<file path="config.mk">
export PLATFORM = sky130hd
export DESIGN_NAME = alu_arbiter
export DESIGN_NICKNAME = d
export VERILOG_FILES = /design/src/rtl/alu_arbiter.sv
export SDC_FILE = /design/constraint.sdc
export NUM_CORES = 1
export LEC_CHECK = 0
export ABC_AREA = 1
export CAP_MARGIN = 15
export CORE_AREA = 3 3 160 162
export CTS_CLUSTER_SIZE = 16
export DETAILED_ROUTE_END_ITERATION = 8
export DIE_AREA = 0 0 163 165
export PLACE_DENSITY_LB_ADDON = 0.12
export SYNTH_ARGS = -nofsm -noshare
export SYNTH_HDL_FRONTEND = slang
export SYNTH_SLANG_ARGS = --single-unit
export TNS_END_PERCENT = 20
</file>
<file path="constraint.sdc">
create_clock -name clk -period 4.6 [get_ports clk]
set_input_delay 0.69 -clock clk [delete_from_list [all_inputs] [get_ports clk]]
set_output_delay 0.69 -clock clk [all_outputs]
set_load 0.005 [all_outputs]
</file>
<file path="src/rtl/alu_arbiter.sv">
// Round-robin arbiter sharing one combinational ALU between two requesters.
// The result is registered and held until its owner accepts it.
module alu (
   input  logic        op,
   input  logic        op_imm,
   input  logic [2:0]  funct3,
   input  logic [6:0]  funct7,
   input  logic [31:0] a,
   input  logic [31:0] b,
   output logic [31:0] t
);

   logic [4:0] shamt;
   logic       alt;
   logic       en;

   assign shamt = b[4:0];
   assign alt   = funct7[5];
   assign en    = op | op_imm;

   // Immediate forms have no SUB; funct7 there is part of the immediate.
   always_comb begin
      t = '0;
      if (en) begin
         case (funct3)
            3'b000: t = (alt && !op_imm) ? a - b : a + b;
            3'b001: t = a << shamt;
            3'b010: t = {31'b0, $signed(a) < $signed(b)};
            3'b011: t = {31'b0, a < b};
            3'b100: t = a ^ b;
            3'b101: t = alt ? 32'($signed(a) >>> shamt) : a >> shamt;
            3'b110: t = a | b;
            3'b111: t = a & b;
            default: t = '0;
         endcase
      end
   end

endmodule

module alu_arbiter #(
   parameter int NREQ  = 2,
   parameter int CNT_W = 32
) (
   input  logic                 clk,
   input  logic                 rst_n,
   input  logic [NREQ-1:0]      req_valid,
   output logic [NREQ-1:0]      req_ready,
   input  logic [NREQ-1:0]      req_op,
   input  logic [NREQ-1:0]      req_op_imm,
   input  logic [NREQ*3-1:0]    req_funct3,
   input  logic [NREQ*7-1:0]    req_funct7,
   input  logic [NREQ*32-1:0]   req_a,
   input  logic [NREQ*32-1:0]   req_b,
   output logic [NREQ-1:0]      rsp_valid,
   input  logic [NREQ-1:0]      rsp_ready,
   output logic [31:0]          rsp_t,
   output logic [CNT_W-1:0]     ops_done
);

   typedef enum logic {
      IDLE = 1'b0,
      HOLD = 1'b1
   } state_t;

   localparam logic [CNT_W-1:0] CNT_ONE = {{(CNT_W-1){1'b0}}, 1'b1};

   state_t      state;
   logic        own;
   logic        last;

   logic        retire;
   logic        slot_free;
   logic        g;
   logic        fire;

   logic        s_op;
   logic        s_op_imm;
   logic [2:0]  s_f3;
   logic [6:0]  s_f7;
   logic [31:0] s_a;
   logic [31:0] s_b;
   logic [31:0] alu_t;

   assign retire    = (state == HOLD) && rsp_ready[own];
   assign slot_free = (state == IDLE) || retire;

   // Contested grant goes to whoever did not win last time.
   always_comb begin
      if (req_valid[0] && req_valid[1])
         g = ~last;
      else if (req_valid[1])
         g = 1'b1;
      else
         g = 1'b0;
   end

   assign fire = slot_free && (|req_valid);

   always_comb begin
      req_ready    = '0;
      req_ready[g] = fire;
   end

   assign rsp_valid[0] = (state == HOLD) && !own;
   assign rsp_valid[1] = (state == HOLD) &&  own;

   assign s_op     = g ? req_op[1]         : req_op[0];
   assign s_op_imm = g ? req_op_imm[1]     : req_op_imm[0];
   assign s_f3     = g ? req_funct3[5:3]   : req_funct3[2:0];
   assign s_f7     = g ? req_funct7[13:7]  : req_funct7[6:0];
   assign s_a      = g ? req_a[63:32]      : req_a[31:0];
   assign s_b      = g ? req_b[63:32]      : req_b[31:0];

   alu u_alu (
      .op     (s_op),
      .op_imm (s_op_imm),
      .funct3 (s_f3),
      .funct7 (s_f7),
      .a      (s_a),
      .b      (s_b),
      .t      (alu_t)
   );

   always_ff @(posedge clk or negedge rst_n) begin
      if (!rst_n) begin
         state    <= IDLE;
         own      <= 1'b0;
         last     <= 1'b1;
         rsp_t    <= '0;
         ops_done <= '0;
      end else begin
         if (retire)
            ops_done <= ops_done + CNT_ONE;
         if (fire) begin
            rsp_t <= alu_t;
            own   <= g;
            last  <= g;
            state <= HOLD;
         end else if (retire) begin
            state <= IDLE;
         end
      end
   end

endmodule

</file>
==> impl_metrics.py, run 1 <==
metrics = {
    "worst_setup_path": {
        "cp-startpoint": "req_valid[0]",
        "r2r_cells": 18,
        "cpPeakStageDelay_ns": 0.46,
        "crit_chain": "clkdlybuf4s50_1 > nand2_2 > nand2_4 > buf_4 > o21ai_2 > inv_1 > ha_1 > a21oi_1 > a21boi_0 > nand2_1 > nand3_1 > nand3_1 > a31oi_1 > nand2_1 > nand3_1 > nand3_1 > nand2_1 > nand2_1",
        "critPathLaunchType": "input pin",
        "cp.required_ns": 4.81,
        "r2r-start": "last",
        "critical_path.slowest_cell": "clkdlybuf4s50_1",
        "cpLargestDelayFamily": "simple AND/OR/NAND/NOR gates",
        "cp.depth": 18,
        "path_class": "in -> reg",
        "arrival_ns": 4.60,
        "cp_num_buf_inv": 3,
        "crit_path_end_kind": "register",
        "path_max_fanout": 21,
    },
    "route": {
        "wl_per_cell_um": 20.2,
        "vias_per_cell": 6.06,
        "routed.top_layer": "met4",
        "routed_wl_um": 60400,
        "dr.first_iter.drc_count": 2524,
        "ant_nets": 0,
        "via_count": 18200,
        "firstDrtPassIters": 9,
        "met2_length_um": 25800,
        "met3WireLength_um": 7330,
        "m1WireLength_um": 21900,
        "drc": 1,
    },
    "yosys": {
        "synth-edff-count": 0,
        "synth_largest_area_cell": "nand2_1",
        "yosysSeqAreaShare_pct": 12.4,
        "synthArstFlopShare_pct": 100,
        "synth_most_common_cell": "nand2_1",
        "ys_top_cells_by_area": "nand2_1, nand3_1, dfrtp_1",
        "yosys_register_bits": 67,
        "yosys-top-cells-count": "nand2_1, nand3_1, inv_1, nor2_1, o21ai_0",
        "syn_nets": 2770,
        "synthCells": 2514,
        "syn_area_um2": 13600,
        "synth.distinct_cells": 55,
        "synthFlopType": "dfrtp_1",
        "syn_avg_cell_area_um2": 5.40,
        "synth_top_area_share_pct": 23.4,
        "ys_warn_count": 0,
    },
    "final_layout": {
        "drive_gt1_share_pct": 5.35,
        "n_antenna_cell": 0,
        "nets": 2925,
        "area_delta_synth_final_pct": 19.9,
        "nFillCells": 2345,
    },
    "grt": {
        "grt_pass1_vias": 16600,
        "overflow": 0,
        "grt_pass1_wl_um": 90600,
        "grt_max_degree": 71,
        "antenna_found_initial": 0,
        "grt.total_usage_pct": 43.5,
    },
    "power": {
        "cellInternalPower_uw": 2930,
        "swShare_pct": 57.7,
        "switchingPower_uw": 3990,
        "p_leak_uw": 0.00841,
        "seq_power_share_pct": 12.4,
        "vdd_drop_max_mv": 0.288,
        "pwr-share-clk_pct": 10.5,
        "power_frac_comb_pct": 77.1,
        "power.density_nw_per_um2": 425,
        "power_uw": 6920,
    },
    "clock_tree": {
        "cts_tree": "yes",
        "hold_buffers": 0,
        "clock_latency_ns": 0.33,
        "post_cts_resized": 0,
        "clk_path_buf_depth": 2,
        "htreeDepth": 3,
        "root_buffer": "clkbuf_16",
        "cts.clk_slew.worst_paths_ns": 0.06,
        "cts_buffers": 9,
        "cts_setup_buffers": 0,
        "clkSinkCount": 67,
    },
    "floorplan": {
        "io_pins": 226,
        "rows": 57,
        "fp.dieArea_um2": 26900,
        "die_w_um": 163,
        "die_height_um": 165,
        "coreArea_um2": 24200,
        "start_util_pct": 56.0,
    },
    "timing": {
        "finClkSkew_ns": 0.00356,
        "fin_tns_setup_ns": 0,
        "timing_hold_violations_final": 0,
        "period_share_pct": 95.4,
        "fmax_ghz": 0.228,
        "relSlewSlack_pct": 37.6,
        "setup_viol": 0,
        "slew_viol_final": 0,
        "final.min_clock_period_ns": 4.39,
        "grt_setup_unrepaired": "no",
        "worst_pin_slew_ns": 0.932,
    },
    "placed_design": {
        "place_hpwl_um": 48500,
        "io_buffer_count": 213,
        "place.gp.congestion": 1.12,
    },
    "flow_run": {
        "maxCapViolations": 0,
    },
    "min_path": {
        "hold_class": "in -> async",
    },
    "run_status": {
        "status": "finished with violations",
        "violations": "design-rule violations",
    },
}
==> logic make-up after synthesis <==
kind of cell	count (synthesis)	share of synthesized area [%]
compound gates	393	16.9
xor+xnor	30	1.93
simple gates	1483	46.5
fa+ha+maj	98	9.03
buf+inv	443	13.3
flops	67	12.4
==> worst paths after layout <==
check                      slack (ns)            to
setup / recovery                 0.21     rsp_t[29]
hold / removal                   0.40  ops_done[22]
setup reg to reg                 0.60     rsp_t[29]
hold reg to reg                  0.48     rsp_t[11]
max in group asynchronous        3.25     rsp_t[29]
min in group clk                 0.48     rsp_t[11]
==> power groups by stage <==
| stage | Combinational (uW) | Clock [uW] | Sequential [uW] |
|---|---|---|---|
| 5_1_grt | 5730 | 758 | 869 |
| 6_report | 5330 | 728 | 855 |
| 4_1_cts | 5110 | 732 | 853 |
| 2_1_floorplan | 3240 | 0 | 849 |
| 3_5_place_dp | 5070 | 0 | 860 |
| 3_3_place_gp | 4990 | 0 | 854 |
==> sequential cells by signal (all words and copies together) (netlist names) <==
name,cells
ops_done,32
rsp_t,32
own,1
last,1
state,1
==> layout by cell type, fill, tap and decap left out, drive strengths merged, types with 17 or more instances in the layout <==
cell,count
dfrtp,66
o21ai,182
nor3,26
ha,98
nand3,387
inv,320
xor2,17
o211ai,24
nor2,173
a21oi,128
nand2,857
buf,54
clkdlybuf4s50,212
==> stage by stage <==
stage | instances | utilization (%) | cell area, um^2 | setup slack, ns | hold WS, ns
6_report | 2998 | 67.1 | 16300 | 0.210 | 0.397
5_1_grt | 2998 | 67.1 | 16300 | 0.0349 | 0.446
4_1_cts | 2998 | 67.1 | 16300 | 0.425 | 0.413
3_5_place_dp | 2982 | 65.8 | 16000 | 0.114 | 0.465
3_3_place_gp | 2982 | 65.8 | 16000 | 0.194 | 0.462
2_1_floorplan | 2514 | - | 13600 | 1.17 | 0.394
==> final cells by class <==
class	count	area (um^2)	area share, %
multi-input combinational	2004	10100	62.2
timing repair buffer	266	2550	15.7
sequential	67	1680	10.3
inverter	321	1210	7.42
tap	324	405	2.49
clock buffer	9	225	1.38
clock inverter	7	92.6	0.569
==> metal layers <==
| metal | global-route usage, % | up-vias |
|---|---|---|
| met5 | 0 | - |
| met2 | 67.9 | 1271 |
| li1 | - | 8469 |
| met4 | 31.8 | 0 |
| met1 | 52.0 | 8095 |
| met3 | 10.5 | 339 |
Power figures use the tool's default switching activity.
==> inputs of run 2 (changes only) <==
--- a/config.mk
+++ b/config.mk
@@ -7,11 +7,12 @@
 export LEC_CHECK = 0
 export ABC_AREA = 1
 export CAP_MARGIN = 15
-export CORE_AREA = 3 3 160 162
+export CORE_AREA = 3 3 155 157
 export CTS_CLUSTER_SIZE = 16
 export DETAILED_ROUTE_END_ITERATION = 8
-export DIE_AREA = 0 0 163 165
-export PLACE_DENSITY_LB_ADDON = 0.12
+export DIE_AREA = 0 0 158 160
+export PLACE_DENSITY = 0.86
+export SLEW_MARGIN = 10
 export SYNTH_ARGS = -nofsm -noshare
 export SYNTH_HDL_FRONTEND = slang
 export SYNTH_SLANG_ARGS = --single-unit
==> constraint.sdc (replaced) <==
create_clock -name clk -period 5.2 [get_ports clk]
set_input_delay 0.78 -clock clk [delete_from_list [all_inputs] [get_ports clk]]
set_output_delay 0.78 -clock clk [all_outputs]
set_load 0.005 [all_outputs]
==> impl_metrics.py, run 2 (synthesis gave the netlist of run 1 again) <==
metrics = {
    "run_status": {
        "status": "finished with violations",
        "violations": "design-rule violations",
    },
    "final_layout": {
        "nets": 2905,
        "final_cell_mix": "nand2_1, nand3_1, inv_1",
        "area_delta_synth_final_pct": 18.5,
        "layout_commonest_cell": "nand2_1",
        "n_antenna_cell": 0,
        "drive_gt1_share_pct": 4.63,
        "top_regs": "ops_done x32, rsp_t x32",
    },
    "floorplan": {
        "io_pins": 226,
        "coreArea_um2": 22600,
        "fp.dieArea_um2": 25300,
        "rows": 55,
        "start_util_pct": 60.0,
        "die_w_um": 158,
        "die_height_um": 160,
    },
    "worst_setup_path": {
        "critical_path.slowest_cell": "o21ai_0",
        "cp.depth": 19,
        "cp_num_buf_inv": 5,
        "endpoint": "rsp_t[19]",
        "r2r-start": "last",
        "cpPeakStageDelay_ns": 0.52,
        "r2r_cells": 22,
        "r2r_end": "rsp_t[19]",
        "path_max_fanout": 66,
        "r2r_slack_ns": 0.86,
        "crit_chain": "clkdlybuf4s50_1 > nand2_2 > nand2_4 > buf_12 > o21ai_2 > inv_1 > ha_1 > o21ai_0 > a21oi_1 > o21ai_0 > inv_1 > nand2_1 > nand2_1 > nand3_1 > nand2_1 > o21ai_0 > inv_1 > nand2_1 > nand2_1",
        "critPathLaunchType": "input pin",
        "path_class": "in -> reg",
        "arrival_ns": 5.00,
        "cp-startpoint": "req_valid[0]",
        "cpLargestDelayFamily": "compound AO/OA/AOI/OAI gates",
        "crit_path_end_kind": "register",
        "critPathMostFrequentCell": "nand2_1",
        "cp.required_ns": 5.40,
    },
    "timing": {
        "grt_setup_unrepaired": "no",
        "final.min_clock_period_ns": 4.80,
        "fin_ws_ns": 0.399,
        "finClkSkew_ns": 0.00617,
        "slew_viol_final": 0,
        "worst_pin_slew_ns": 1.06,
        "fmax_ghz": 0.208,
        "fin_tns_setup_ns": 0,
        "timing_hold_violations_final": 0,
        "relSlewSlack_pct": 28.9,
        "period_share_pct": 92.3,
        "timing.hold.ws_ns": 0.486,
        "setup_viol": 0,
    },
    "grt": {
        "overflow": 0,
        "grt_pass1_vias": 16900,
        "antenna_found_initial": 0,
        "grt_pass1_wl_um": 94300,
        "grt_max_degree": 71,
        "grt.total_usage_pct": 47.8,
    },
    "placed_design": {
        "place.gp.congestion": 1.28,
        "place_hpwl_um": 49500,
        "io_buffer_count": 213,
        "dp_slack_ns": 0.341,
    },
    "clock_tree": {
        "cts_setup_buffers": 0,
        "htreeDepth": 3,
        "clk_path_buf_depth": 2,
        "clkSinkCount": 67,
        "cts_tree": "yes",
        "root_buffer": "clkbuf_16",
        "cts_buffers": 9,
        "post_cts_resized": 0,
        "hold_buffers": 0,
        "cts.clk_slew.worst_paths_ns": 0.06,
        "clock_latency_ns": 0.34,
    },
    "route": {
        "ant_nets": 0,
        "routed_wl_um": 62600,
        "dr.first_iter.drc_count": 3415,
        "drc": 3,
        "wl_per_cell_um": 21.3,
        "vias_per_cell": 6.33,
        "firstDrtPassIters": 9,
        "via_count": 18600,
    },
    "flow_run": {
        "maxCapViolations": 0,
    },
    "power": {
        "swShare_pct": 58.5,
        "cellInternalPower_uw": 2550,
        "power.density_nw_per_um2": 382,
        "switchingPower_uw": 3600,
        "vdd_drop_max_mv": 0.201,
        "pwr-share-clk_pct": 10.8,
        "seq_power_share_pct": 12.4,
        "p_leak_uw": 0.00832,
        "power_frac_comb_pct": 76.8,
    },
    "min_path": {
        "hold_class": "reg -> reg",
    },
}
## run 2: cell type report
cell class,instances,area (um^2)
Timing Repair Buffer,246,2400
Inverter,321,1210
Clock inverter,7,98.8
Tap cell,285,357
Fill cell,2013,6550
Multi-Input combinational cell,2004,10100
Sequential cell,67,1680
Clock buffer,9,225
## run 2: how the worst min path moves through the flow
stage | startpoint | to | depth (start not counted)
global placement | rsp_t[17] | rsp_t[17] | 2
finish | last | last | 2
global route | last | last | 2
detailed placement | rsp_t[11] | rsp_t[11] | 2
floorplan | last | last | 2
CTS | rsp_t[11] | rsp_t[11] | 2
## run 2: power by group through the flow
stage / logic [uW] / registers, uW / clock network (uW)
5_1_grt: 5060 / 771 / 686
3_5_place_dp: 4430 / 759 / 0
6_report: 4730 / 760 / 665
3_3_place_gp: 4350 / 750 / 0
4_1_cts: 4470 / 755 / 658
2_1_floorplan: 2870 / 751 / 0
## run 2: tightest hold or removal path: stages (launching register included)
cell	delay, ns
dfstp_2	0.37
nand2_1	0.06
nand2_1	0.05
## run 2: metrics by stage
stage          power (uW)  cells  cell area [um^2]  utilization [%]
2_1_floorplan        3620   2514             13600                -
3_3_place_gp         5100   2923             15800             69.6
3_5_place_dp         5190   2923             15800             69.6
4_1_cts              5880   2939             16100             71.1
5_1_grt              6510   2939             16100             71.1
6_report             6150   2939             16100             71.1
## run 2: per-layer routing
metal  vias to the layer above  wire length [um]  GRT usage [%]
li1                       8423                 -              -
met4                         0              6080           34.9
met1                      8245             21800           58.1
met3                       373              8890           14.6
met5                         -                 0              0
met2                      1562             25800           70.6
